--- src/rtl/lcd_timing_gen.sv ---
// Parametrised LCD/VGA raster timing generator with frame-synchronous
// enable, one-hot pixel phase and look-ahead coordinates.
module lcd_timing_gen #(
  parameter int   CDIV   = 4,
  parameter int   HW     = 11,
  parameter int   VW     = 10,
  parameter int   H_SYNC = 1,
  parameter int   H_BP   = 45,
  parameter int   H_ACT  = 800,
  parameter int   H_FP   = 210,
  parameter int   V_SYNC = 5,
  parameter int   V_BP   = 18,
  parameter int   V_ACT  = 480,
  parameter int   V_FP   = 22,
  parameter logic HS_POL = 1'b0,
  parameter logic VS_POL = 1'b0,
  parameter int   LEAD   = 8
) (
  input  logic            CLK,
  input  logic            RST,
  input  logic            EN,
  output logic [CDIV-1:0] PHASE,
  output logic            PCLK,
  output logic            HSYNC,
  output logic            VSYNC,
  output logic            DE,
  output logic [HW-1:0]   H_POS,
  output logic [VW-1:0]   V_POS,
  output logic            LDE,
  output logic [HW-1:0]   LH_POS,
  output logic [VW-1:0]   LV_POS,
  output logic            LINE_START,
  output logic            FRAME_START,
  output logic            RUNNING
);

  localparam int H_TOT = H_SYNC + H_BP + H_ACT + H_FP;
  localparam int V_TOT = V_SYNC + V_BP + V_ACT + V_FP;

  localparam logic [HW-1:0] H_LAST = HW'(H_TOT - 1);
  localparam logic [HW-1:0] H_S    = HW'(H_SYNC);
  localparam logic [HW-1:0] H_A0   = HW'(H_SYNC + H_BP);
  localparam logic [HW-1:0] H_A1   = HW'(H_SYNC + H_BP + H_ACT);
  localparam logic [HW:0]   H_TOTX = (HW+1)'(H_TOT);
  localparam logic [HW:0]   LEAD_X = (HW+1)'(LEAD);

  localparam logic [VW-1:0] V_LAST = VW'(V_TOT - 1);
  localparam logic [VW-1:0] V_S    = VW'(V_SYNC);
  localparam logic [VW-1:0] V_A0   = VW'(V_SYNC + V_BP);
  localparam logic [VW-1:0] V_A1   = VW'(V_SYNC + V_BP + V_ACT);

  logic [HW-1:0]   h_cnt;
  logic [VW-1:0]   v_cnt;
  logic [CDIV-1:0] phase_nx;
  logic            tick;
  logic            h_wrap;
  logic            v_wrap;
  logic            go;
  logic [HW-1:0]   h_nx;
  logic [VW-1:0]   v_nx;
  logic [HW:0]     l_sum;
  logic [HW-1:0]   lh;
  logic [VW-1:0]   lv;
  logic            de_nx;
  logic            lde_nx;

  function automatic logic in_h(input logic [HW-1:0] x);
    return (x >= H_A0) && (x < H_A1);
  endfunction

  function automatic logic in_v(input logic [VW-1:0] y);
    return (y >= V_A0) && (y < V_A1);
  endfunction

  assign tick     = PHASE[CDIV-1];
  assign phase_nx = {PHASE[CDIV-2:0], PHASE[CDIV-1]};

  always_comb begin
    h_wrap = (h_cnt == H_LAST);
    v_wrap = (v_cnt == V_LAST);
    // Stopping is only allowed on the wrap back to the first pixel.
    go     = RUNNING ? !(h_wrap && v_wrap && !EN) : EN;
    h_nx   = '0;
    v_nx   = '0;
    if (RUNNING && go) begin
      h_nx = h_wrap ? '0 : h_cnt + 1'b1;
      if (h_wrap)
        v_nx = v_wrap ? '0 : v_cnt + 1'b1;
      else
        v_nx = v_cnt;
    end
    l_sum = {1'b0, h_nx} + LEAD_X;
    lh    = l_sum[HW-1:0];
    lv    = v_nx;
    if (l_sum >= H_TOTX) begin
      lh = HW'(l_sum - H_TOTX);
      lv = (v_nx == V_LAST) ? '0 : v_nx + 1'b1;
    end
    de_nx  = go && in_h(h_nx) && in_v(v_nx);
    lde_nx = go && in_h(lh) && in_v(lv);
  end

  always_ff @(posedge CLK) begin
    if (RST) begin
      PHASE       <= CDIV'(1);
      PCLK        <= 1'b0;
      RUNNING     <= 1'b0;
      h_cnt       <= '0;
      v_cnt       <= '0;
      HSYNC       <= !HS_POL;
      VSYNC       <= !VS_POL;
      DE          <= 1'b0;
      H_POS       <= '0;
      V_POS       <= '0;
      LDE         <= 1'b0;
      LH_POS      <= '0;
      LV_POS      <= '0;
      LINE_START  <= 1'b0;
      FRAME_START <= 1'b0;
    end else begin
      PHASE       <= phase_nx;
      PCLK        <= |phase_nx[CDIV-1:CDIV/2];
      LINE_START  <= 1'b0;
      FRAME_START <= 1'b0;
      if (tick) begin
        RUNNING     <= go;
        h_cnt       <= h_nx;
        v_cnt       <= v_nx;
        HSYNC       <= (go && h_nx < H_S) ? HS_POL : !HS_POL;
        VSYNC       <= (go && v_nx < V_S) ? VS_POL : !VS_POL;
        DE          <= de_nx;
        H_POS       <= de_nx ? h_nx - H_A0 : '0;
        V_POS       <= de_nx ? v_nx - V_A0 : '0;
        LDE         <= lde_nx;
        LH_POS      <= lde_nx ? lh - H_A0 : '0;
        LV_POS      <= lde_nx ? lv - V_A0 : '0;
        LINE_START  <= go && (h_nx == '0);
        FRAME_START <= go && (h_nx == '0) && (v_nx == '0);
      end
    end
  end

endmodule

--- config.mk ---
export PLATFORM = sky130hd
export DESIGN_NAME = lcd_timing_gen
export DESIGN_NICKNAME = d
export VERILOG_FILES = /design/src/rtl/lcd_timing_gen.sv
export SDC_FILE = /design/constraint.sdc
export NUM_CORES = 1
export LEC_CHECK = 0
export CAP_MARGIN = 20
export CORE_MARGIN = 5
export CORE_UTILIZATION = 30
export CTS_CLUSTER_SIZE = 40
export DETAILED_ROUTE_END_ITERATION = 8
export PLACE_DENSITY = 0.46
export SETUP_SLACK_MARGIN = 0.1
export SLEW_MARGIN = 5
export SYNTH_ARGS = -nofsm -noshare
export SYNTH_HDL_FRONTEND = slang
export SYNTH_SLANG_ARGS = --single-unit
--- constraint.sdc ---
create_clock -name CLK -period 5 [get_ports CLK]
set_clock_uncertainty 0.05 [all_clocks]
set_input_delay 1 -clock CLK [delete_from_list [all_inputs] [get_ports CLK]]
set_output_delay 1 -clock CLK [all_outputs]
set_load 0.01 [all_outputs]
==> key figures <==
Run status
  • Status: complete, no violations

Power
  • Sw Pwr: 299 uW
  • Cell Int Power: 1.06 mW
  • Clock Power Share: 52.8%
  • Power density over the cells: 199 mW/mm^2
  • Leakage power: 2.58 nW
  • Part of the power in registers: 44.1%
  • Maximum VDD drop: 0.165 mV
  • Comb power frac: 3.0%
  • Switching power share of the total: 21.9%

Finish
  • Fraction of layout cells with a size suffix above 1: 17.6%
  • ANT cells: 0
  • Nets: 764
  • Layout area overhead: 33.0%
  • Layout filler cell count: 1734

Global route
  • Vias in the first global route: 5053
  • Total GRT Usage: 19.3%
  • Antenna violations before repair: 0
  • Grt total ovfl: 0
  • First-pass GRT wire length: 29.8 mm
  • Largest net degree at the start of global routing: 32

Place
  • PortBufs: 56
  • Final HPWL DP: 14.6 mm
  • RD Place Congestion: 0.954

Synthesis
  • Seq/Total Area, Yosys: 29.2%
  • Ys async rst share: 0%
  • Synth Area per Inst: 8.08 um^2
  • Synth warnings: 0
  • Post-Syn Nets: 655
  • Post-synthesis cell area: 0.00514 mm^2
  • Post-synth EDFFs: 0
  • Synth Register Bits: 75
  • Synth cell types: 77
  • Commonest register cell after synthesis: dfxtp_1
  • Synth Instances: 636

STA
  • Total negative setup slack: 0 ns
  • Max_slew headroom: 52.7%
  • Min Tclk post-route: 4.66 ns
  • Hold slack: 0.403 ns
  • Maximum operating frequency: 215 MHz
  • Max-slew violation count: 0
  • Hold Fails Final Rpt: 0
  • Setup Viol. Count Final: 0
  • Worst-margin pin slew: 0.708 ns
  • Setup repair after global routing missed its margin: false
  • Fin crit share: 93.2%

Detailed routing
  • Routed wire length: 19.1 mm
  • Via density: 5.48
  • Starting DRT DRC Count: 426
  • Vias: 5320
  • DRC errors left: 0
  • WL/cell: 19.7 um
  • Pre-antenna DRT Iters: 5
  • Remaining antenna violation count: 0

Critical path
  • Reg-to-reg setup timing slack: 0.34 ns
  • Critical Path AT: 4.85 ns
  • Setup crit start kind: flip-flop
  • Worst setup EP type: flip-flop
  • Worst EP required: 5.19 ns
  • Crit-path max FO: 10
  • CP Class: flip-flop to flip-flop

CTS
  • CTS root buffer: clkbuf_16
  • CTS tree: built
  • CTS Buf Count: 9
  • Htree depth: 3
  • # hold bufs at CTS: 0
  • Clock buffer depth: 2
  • Clock Pin Slew Worst Setup and Hold Paths: 0.06 ns
  • Clock sink count: 75
  • Clk_lat worst skew: 0.35 ns

Worst hold path
  • Worst min-delay path class: flip-flop to flip-flop

Die
  • IO Pins: 57
  • Initial Utilization: 30.8%
  • Die height: 141 um
  • Die Area: 0.0199 mm^2
  • Die width: 141 um
  • Core area: 0.0167 mm^2
  • Rows: 47

Flow run
  • Maxcap violations: 0
## worst max-delay path: stages, from the launching register on
cell and delay (ns):
dfxtp_2 0.38, ha_4 0.19, and4_1 0.29, buf_4 0.19, nand3_1 0.12, o32a_1 0.40
buf_4 0.18, inv_1 0.09, ha_1 0.23, inv_1 0.05, or4_1 0.60, nor2_1 0.16
nand3b_1 0.09, o211ai_1 0.34, o211ai_1 0.20, nor4_4 0.45, nor4b_4 0.10, buf_4 0.19
a32o_1 0.24
## flip-flops by register name, summed over array words and instances (netlist names), 4 cells and up
signal and count:
H_POS 11, LH_POS 11, h_cnt 11, LV_POS 10
V_POS 10, v_cnt 10, PHASE 4
## layout make-up
| class | instances | area [um^2] | share of cell area [%] |
|---|---|---|---|
| clock buffers | 10 | 239 | 3.49 |
| multi-input cells | 507 | 3520 | 51.5 |
| inverters | 20 | 75.1 | 1.10 |
| flip-flops and latches | 75 | 1510 | 22.0 |
| well taps | 220 | 275 | 4.03 |
| clock inverters | 6 | 86.3 | 1.26 |
| repair buffers | 132 | 1130 | 16.5 |
## metal layers
layer	share of wire (%)	global-route usage, %
met5	0	0
met4	2.1	6.12
met3	4.7	3.56
met2	46	30.3
met1	47	26.9
## final timing paths
check / from / end / cells past startpoint
max reg2reg: h_cnt[1]$_SDFFE_PP0P_ / LV_POS[8]$_SDFFE_PP0P_ / 18
min reg2reg: LDE$_SDFFE_PP0P_ / LDE$_SDFFE_PP0P_ / 1
min: LDE$_SDFFE_PP0P_ / LDE$_SDFFE_PP0P_ / 1
max: h_cnt[1]$_SDFFE_PP0P_ / LV_POS[8]$_SDFFE_PP0P_ / 18
## cell families after synthesis
group / count (synthesis) / synth area share (%)
AND/OR/NAND/NOR: 255 / 27.3
XOR/XNOR: 40 / 6.81
adder cells (fa/ha/maj): 16 / 3.89
flip-flops: 75 / 29.2
AO/OA/AOI/OAI: 175 / 24.3
buffers and inverters: 55 / 4.65
multiplexers: 20 / 3.89
## synthesized netlist by cell type, drive strengths merged, types with 5 or more instances
cell     n  share of area [%]
a211oi   7                1.1
a21o     6               0.88
a21oi   28                2.7
a22o    18                3.1
a31oi    8               0.97
and2     7               0.85
and3     9                1.1
and4     6                1.0
buf     14                1.7
clkbuf  21                1.5
dfxtp   75                 29
ha      16                3.9
inv     20                1.5
mux2i   20                3.9
nand2   57                4.2
nand3   28                3.0
nand4   11                1.5
nor2    63                4.6
nor2b    5               0.61
nor3    19                1.9
nor4    15                2.8
nor4b    5                1.4
o21a     5               0.73
o21ai   36                3.5
o22ai    9                1.2
o31a     5               0.85
o31ai    6               0.97
or2      6               0.73
or4      6               0.88
xnor2   27                4.6
xor2    13                2.2
## through the flow
step                area [um^2]  util (%)  std cells  power, mW  worst slack, ns
floorplan                  5210         -        636      0.637            0.110
global placement           6410      38.4        949      0.657           0.0100
detailed placement         6410      38.4        949      0.657           -0.110
CTS                        6790      40.7        970       1.39            0.204
global route               6840      40.9        970       1.42           0.0966
finish                     6840      40.9        970       1.36            0.340
## power by group through the flow
stage | sequential, mW | clock (mW) | combinational [mW]
detailed placement | 0.615 | 0 | 0.0419
global placement | 0.615 | 0 | 0.0420
global route | 0.602 | 0.776 | 0.0448
floorplan | 0.616 | 0 | 0.0202
finish | 0.602 | 0.720 | 0.0412
CTS | 0.602 | 0.746 | 0.0420
## layout by cell type, fill, tap and decap left out, drive strengths merged, types with 21 or more instances in the layout
cell           Yosys  final
a21oi             28     28
buf               14     76
clkdlybuf4s50      0     56
dfxtp             75     75
inv               20     21
nand2             57     57
nand3             28     28
nor2              63     63
o21ai             36     36
xnor2             27     27
## what timing repair did
| item | in CTS | in global routing |
|---|---|---|
| endpoints found under the hold margin | 0 | 0 |
| pin swaps | 0 | 2 |
| cloned | 1 | 0 |
| setup endpoints to repair | 21 | 21 |
| resized for setup | 1 | 7 |
| setup buffers | 4 | 0 |
No activity file was read; power rests on OpenSTA's default activity.
